File: src/rtl/intrapred_sched.sv
// Frame-level sequencer for luma intra prediction: steps 16 4x4 blocks and one
// 16x16 block per macroblock, picks the cheaper type and hands it downstream.
module intrapred_sched #(
    parameter int MB_W       = 120,
    parameter int MB_H       = 68,
    parameter int STEP_CYC   = 4,
    parameter int STEP16_CYC = 8
) (
    input  logic        clk,
    input  logic        reset,
    input  logic        start,
    output logic        busy,
    output logic        done,
    output logic        enable,
    output logic [12:0] mbnumber,
    output logic [3:0]  blk4x4,
    input  logic [7:0]  sad4_in,
    input  logic [2:0]  mode4_in,
    input  logic [15:0] sad16_in,
    input  logic [2:0]  mode16_in,
    output logic        out_valid,
    input  logic        out_ready,
    output logic [12:0] out_mbnumber,
    output logic        out_is16,
    output logic [2:0]  out_mode16,
    output logic [47:0] out_modes4,
    output logic [15:0] out_cost
);
    localparam logic [12:0] LAST_MB    = 13'(MB_W * MB_H - 1);
    localparam logic [15:0] CNT4_LAST  = 16'(STEP_CYC - 1);
    localparam logic [15:0] CNT16_LAST = 16'(STEP16_CYC - 1);

    typedef enum logic [1:0] {IDLE, RUN4, RUN16, EMIT} state_t;

    state_t      r_state;
    logic [15:0] r_cnt;
    logic [11:0] r_sum4;
    logic [47:0] r_modes4;
    logic        r_busy, r_done, r_enable, r_out_valid, r_out_is16;
    logic [12:0] r_mbnumber, r_out_mbnumber;
    logic [3:0]  r_blk4x4;
    logic [2:0]  r_out_mode16;
    logic [47:0] r_out_modes4;
    logic [15:0] r_out_cost;

    logic [5:0]  w_mbase;
    logic [15:0] w_sum4_ext;
    logic        w_pick16;

    assign w_mbase    = {2'b00, r_blk4x4} * 6'd3;
    assign w_sum4_ext = {4'b0000, r_sum4};
    // A tie between the two costs favours 16x16.
    assign w_pick16   = (sad16_in <= w_sum4_ext);

    always_ff @(posedge clk or negedge reset) begin
        if (!reset) begin
            r_state        <= IDLE;
            r_cnt          <= '0;
            r_sum4         <= '0;
            r_modes4       <= '0;
            r_busy         <= 1'b0;
            r_done         <= 1'b0;
            r_enable       <= 1'b0;
            r_mbnumber     <= '0;
            r_blk4x4       <= '0;
            r_out_valid    <= 1'b0;
            r_out_mbnumber <= '0;
            r_out_is16     <= 1'b0;
            r_out_mode16   <= '0;
            r_out_modes4   <= '0;
            r_out_cost     <= '0;
        end else begin
            r_done <= 1'b0;
            case (r_state)
                IDLE: begin
                    if (start) begin
                        r_state    <= RUN4;
                        r_busy     <= 1'b1;
                        r_enable   <= 1'b1;
                        r_mbnumber <= '0;
                        r_blk4x4   <= '0;
                        r_cnt      <= '0;
                        r_sum4     <= '0;
                    end
                end
                RUN4: begin
                    if (r_cnt == CNT4_LAST) begin
                        r_cnt                <= '0;
                        r_sum4               <= r_sum4 + {4'b0000, sad4_in};
                        r_modes4[w_mbase+:3] <= mode4_in;
                        if (r_blk4x4 == 4'd15) begin
                            r_blk4x4 <= '0;
                            r_state  <= RUN16;
                        end else begin
                            r_blk4x4 <= r_blk4x4 + 4'd1;
                        end
                    end else begin
                        r_cnt <= r_cnt + 16'd1;
                    end
                end
                RUN16: begin
                    if (r_cnt == CNT16_LAST) begin
                        // Result registers load straight from the final 16x16 sample.
                        r_cnt          <= '0;
                        r_enable       <= 1'b0;
                        r_state        <= EMIT;
                        r_out_valid    <= 1'b1;
                        r_out_mbnumber <= r_mbnumber;
                        r_out_is16     <= w_pick16;
                        r_out_mode16   <= mode16_in;
                        r_out_modes4   <= r_modes4;
                        r_out_cost     <= w_pick16 ? sad16_in : w_sum4_ext;
                    end else begin
                        r_cnt <= r_cnt + 16'd1;
                    end
                end
                EMIT: begin
                    if (out_ready) begin
                        r_out_valid <= 1'b0;
                        if (r_mbnumber == LAST_MB) begin
                            r_done  <= 1'b1;
                            r_busy  <= 1'b0;
                            r_state <= IDLE;
                        end else begin
                            r_mbnumber <= r_mbnumber + 13'd1;
                            r_sum4     <= '0;
                            r_enable   <= 1'b1;
                            r_state    <= RUN4;
                        end
                    end
                end
                default: r_state <= IDLE;
            endcase
        end
    end

    assign busy         = r_busy;
    assign done         = r_done;
    assign enable       = r_enable;
    assign mbnumber     = r_mbnumber;
    assign blk4x4       = r_blk4x4;
    assign out_valid    = r_out_valid;
    assign out_mbnumber = r_out_mbnumber;
    assign out_is16     = r_out_is16;
    assign out_mode16   = r_out_mode16;
    assign out_modes4   = r_out_modes4;
    assign out_cost     = r_out_cost;
endmodule

File: config.mk
export PLATFORM = sky130hd
export DESIGN_NAME = intrapred_sched
export DESIGN_NICKNAME = d
export VERILOG_FILES = /design/src/rtl/intrapred_sched.sv
export SDC_FILE = /design/constraint.sdc
export NUM_CORES = 1
export LEC_CHECK = 0
export CAP_MARGIN = 40
export CORE_MARGIN = 8
export CORE_UTILIZATION = 50
export CTS_CLUSTER_DIAMETER = 30
export DETAILED_ROUTE_END_ITERATION = 16
export DONT_BUFFER_PORTS = 1
export HOLD_SLACK_MARGIN = 0.03
export PLACE_DENSITY = 0.71
export SLEW_MARGIN = 30
export SYNTH_ARGS = -nofsm -noshare
export SYNTH_HDL_FRONTEND = slang
export SYNTH_SLANG_ARGS = --single-unit
File: constraint.sdc
create_clock -name clk -period 3 [get_ports clk]
set_input_delay 0.6 -clock clk [delete_from_list [all_inputs] [get_ports clk]]
set_output_delay 0.6 -clock clk [all_outputs]
set_load 0.02 [all_outputs]
Word level (Yosys, flattened, before mapping)
Cells that the tools add are included.
Storage, ports and cells
  output and inout bits: 102
  register bits: 180
Operators by class
  order comparisons: 1
  multiplexer cells: 40
  shift-type cells: 2
  equality and inequality tests: 14
  reduce and logical (&&, ||, !) cells: 17
  multiply operators: 1
  add/subtract/negate cells: 5
Operators by type and width (number)
  two-way mux 16 bit: 4
  bitwise mux 48 bit: 1
  two-way mux 12 bit: 4
  case mux 16 bit (3 select lines): 1
  variable shift 3 x 8 -> 48 bit (first input constant): 1
  indexed part select 3 x 8 -> 48 bit: 1
  two-way mux 13 bit: 3
  case mux 12 bit (3 select lines): 1
  case mux 13 bit (2 select lines): 1
  adder 16 x 1 -> 16 bit (second input constant): 1
  == test 16 x 2 -> 1 bit (second input constant): 1
  == test 16 x 3 -> 1 bit (second input constant): 1
  less-or-equal comparator 16 x 12 -> 1 bit: 1
  AND reduction 5 bit: 3
  inequality test 2 bit (second input constant): 7
  adder 13 x 1 -> 13 bit (second input constant): 1
  == test 13 bit (second input constant): 1
  adder 12 x 8 -> 12 bit: 1
  two-way mux 1 bit: 12
  two-way mux 4 bit: 3
  two-way mux 2 bit: 5
  nonzero test 3 bit: 3
  negator 6 -> 8 bit: 1
  case mux 2 bit (4 select lines): 1
  13 further kinds: 21

Logic depth before layout (Yosys ltp)
  depth in word-level cells: 4
  mapped depth: 9

Least setup slack after synthesis
Ideal clock, no wire load.
  path type: input port to flip-flop
  start point: input sad4_in[0]
  end point: register r_sum4[10]
  setup slack: 0.447 ns
  setup time: 0.126 ns
  required time: 2.874 ns
  arrival time: 2.427 ns
  buffers on the path: 0
  stages: 8
  cell sequence: ha_1 > fa_1 > a21o_1 > a221o_1 > o41a_1 > nand3_1 > nor4_1 > a221o_1
Between the ends
  cells in the longest elaborated chain, start to end: 3
Ends and longest elaborated chain
  from (decl): line 17  | input logic [7:0] sad4_in,
  adder 12 x 8 -> 12 bit: line 89  | r_sum4 <= r_sum4 + {4'b0000, sad4_in};
  two-way mux 12 bit: line 87  | if (r_cnt == CNT4_LAST) begin
  case mux 12 bit (3 select lines): line 74  | case (r_state)
  to (signal assigned): line 89
  to (decl): line 37  | logic [11:0] r_sum4;
No other way between the ends. The select of a mux whose other input is x is not followed.
A chain may end at the register's enable or synchronous reset.

Worst setup path after layout
  start point: register r_sum4[9]
  end point: register r_out_cost[7], in the netlist out_cost[7]
Between the ends
  cells in the longest elaborated chain, start to end: 2
Ends and longest elaborated chain
  less-or-equal comparator 16 x 12 -> 1 bit: line 53  | assign w_pick16 = (sad16_in <= w_sum4_ext);
  two-way mux 16 bit: line 112  | r_out_cost <= w_pick16 ? sad16_in : w_sum4_ext;
  to (signal assigned): line 112
  to (decl): line 44  | logic [15:0] r_out_cost;
No other way between the ends.

==> flow_summary.ini <==
[cells_and_area]
fillers = 1440
layout-drive-gt1-share_pct = 12.0
fin_cells = 1109
syn_to_final_growth_pct = 10.7
final_util_pct = 56.5
fin_nets = 945
fin_area_um2 = 9370
antenna_cells = 0

[die]
dieArea_um2 = 21300
core_area_um2 = 16600
die_h_um = 146
start_util_pct = 51.0
rows = 47
num_io_pins = 136
die_x_um = 146

[setup_path]
crit_type = reg -> reg
timing.rr.end = out_cost[7]$_DFFE_PN0P_
reg2reg_from = r_sum4[9]$_DFFE_PN0P_
required_ns = 3.29
cp.arrival_ns = 2.90
reg2reg_depth = 9
rrSetupSlack_ns = 0.39
cp_max_fo = 8
worst_setup_path_end_kind = register
start_kind = register

[drt]
detail-route-antenna-nets = 0
drt_iter0_markers = 470
vias_per_cell = 5.43
drtPass1Iterations = 5
wl_per_cell_um = 17.1
wl_um = 19000
via_count = 6021
drc = 0

[sta]
hold-worst-slack_ns = -0.133
slew_violations = 0
worst_pin_slew_ns = 0.731
fin_crit_sh_pct = 87.1
finalHoldViolCount = 180
clock.fmax_mhz = 383
fin_ws_ns = 0.387
setup_viol = 0
tns_ns = 0
slew_headroom_pct = 51.3
rsz0062_at_grt = false
finClkSkew_ns = 0.0122
fin_crit_ns = 2.61

[power]
switching_share_pct = 23.4
peakVddDrop_v = 0.000383
power.sequential.fraction_pct = 50.8
clkPwrFrac_pct = 48.1
power_frac_comb_pct = 1.1
p_leak_nw = 4.54
intPower_mw = 3.66
power.total_mw = 4.78
p_sw_mw = 1.12
power_density_nw_per_um2 = 510

[place]
placed_cell_area_um2 = 8730
place.gp.congestion = 0.896
post-place-ws_ns = 0.304
dpl.hpwl_um = 13400
port_buffers = 0
placed_cells = 1075

[run_status]
outcome = finished, violations left
violations = hold timing

[clock_network]
cts.path.max_buffers = 2
cts_max_level = 4
numClockSinks = 180
cts_tree = yes
root_buffer = clkbuf_16
path_clk_slew_ns = 0.07
clk_latency_ns = 0.43
cts_buffers = 17

[global_route]
grt_usage_pct = 18.1
grt_pass1_wl_um = 31600
grt_antenna_before_repair = 0
gr-total-overflow = 0
grt_max_degree = 181
grt_pass1_vias = 6013

[synthesis]
syn_inst = 872
synth-warning-count = 0
ys_types = 54
ys_seq_area_share_pct = 53.2
syn_nets = 941
synth-seq-cells = 180
synthFlopType = dfrtp_1
syn-cell-area_um2 = 8460
synth_edf_count = 0
syn_area_per_cell_um2 = 9.71
synthArstFlopShare_pct = 100

[min_path]
hp-class = in -> async

[run]
maxCapViolCount = 0
## synth_stat cells (all sizes together) (14+ instances only)
cell type  number  area share (%)
a21oi          14            0.83
a31oi          15             1.1
clkbuf         26             1.2
dfrtp         180              53
ha             34             5.0
inv            22            0.98
mux2           49             6.5
nand2         242              11
nand3          37             2.2
nor2           79             3.5
o21ai          41             2.5
xor2           17             1.8
## cell usage in the layout (no fill, tap or decap), drive strengths merged, types with 14 or more instances in the layout
cell,netlist,routed
o21ai,41,41
a31oi,15,15
clkbuf,26,19
nand2,242,242
nand3,37,37
nor2,79,79
xor2,17,17
inv,22,29
ha,34,34
a21oi,14,14
dfrtp,180,180
mux2,49,49
buf,6,15
## layout make-up
cell class / instances / area (um2) / area share, %
flip-flops and latches: 180 / 4500 / 48.1
multi-input cells: 638 / 3750 / 40.1
clock buffers: 17 / 425 / 4.54
well taps: 220 / 275 / 2.94
clock inverters: 15 / 201 / 2.15
repair buffers: 17 / 125 / 1.34
inverters: 22 / 82.6 / 0.881
## kinds of logic after synthesis
group | count (synthesis) | synth area share, %
simple gates | 420 | 21.7
flops | 180 | 53.2
compound gates | 105 | 7.81
buf+inv | 54 | 2.45
mux | 50 | 6.64
fa+ha+maj | 35 | 5.26
xor+xnor | 28 | 2.90
## critical path, cell delays in order (launching register included)
cell	delay, ns
dfrtp_1	0.45
inv_1	0.09
ha_1	0.30
a21oi_1	0.19
o21ai_0	0.10
a2111oi_0	0.55
a21oi_1	0.28
clkbuf_2	0.23
o21ai_0	0.19
a31oi_1	0.10
## sequential cells by signal, indices dropped and copies added (netlist names), 2 cells and up
name          flops
mbnumber         13
r_sum4           12
out_cost         16
out_modes4       48
r_cnt            16
out_mbnumber     13
out_mode16        3
r_modes4         48
r_state           2
blk4x4            4
## worst max-delay path by stage
stage                                from                 endpoint  slack (ns)
global placement               sad4_in[0]   r_sum4[10]$_DFFE_PN0P_        0.37
finish              r_sum4[9]$_DFFE_PN0P_  out_cost[7]$_DFFE_PN0P_        0.39
detailed placement           sad16_in[11]  out_cost[2]$_DFFE_PN0P_        0.30
floorplan                      sad4_in[0]   r_sum4[10]$_DFFE_PN0P_        0.45
global route        r_sum4[9]$_DFFE_PN0P_  out_cost[9]$_DFFE_PN0P_        0.10
CTS                 r_sum4[9]$_DFFE_PN0P_  out_cost[8]$_DFFE_PN0P_        0.40
## power by group through the flow
stage	Combinational (mW)	Sequential, mW	Clock (mW)
finish	0.0534	2.43	2.30
global route	0.0615	2.43	2.44
CTS	0.0522	2.43	2.35
detailed placement	0.0520	2.48	0
global placement	0.0511	2.48	0
floorplan	0.0427	2.48	0
## per-layer routing
metal | share of wire [%] | vias up | track usage, %
met5 | 0 | - | 0
met4 | 2.1 | 0 | 7.06
met3 | 6.8 | 24 | 6.06
met2 | 48 | 126 | 29.5
met1 | 43 | 2913 | 22.0
li1 | - | 2958 | -
## repair_timing
item                                   4_1_cts  5_1_grt
setup buffers                                0        0
resized for setup                            0        0
endpoints found under the hold margin      180      180
No activity file was read; power rests on OpenSTA's default activity.
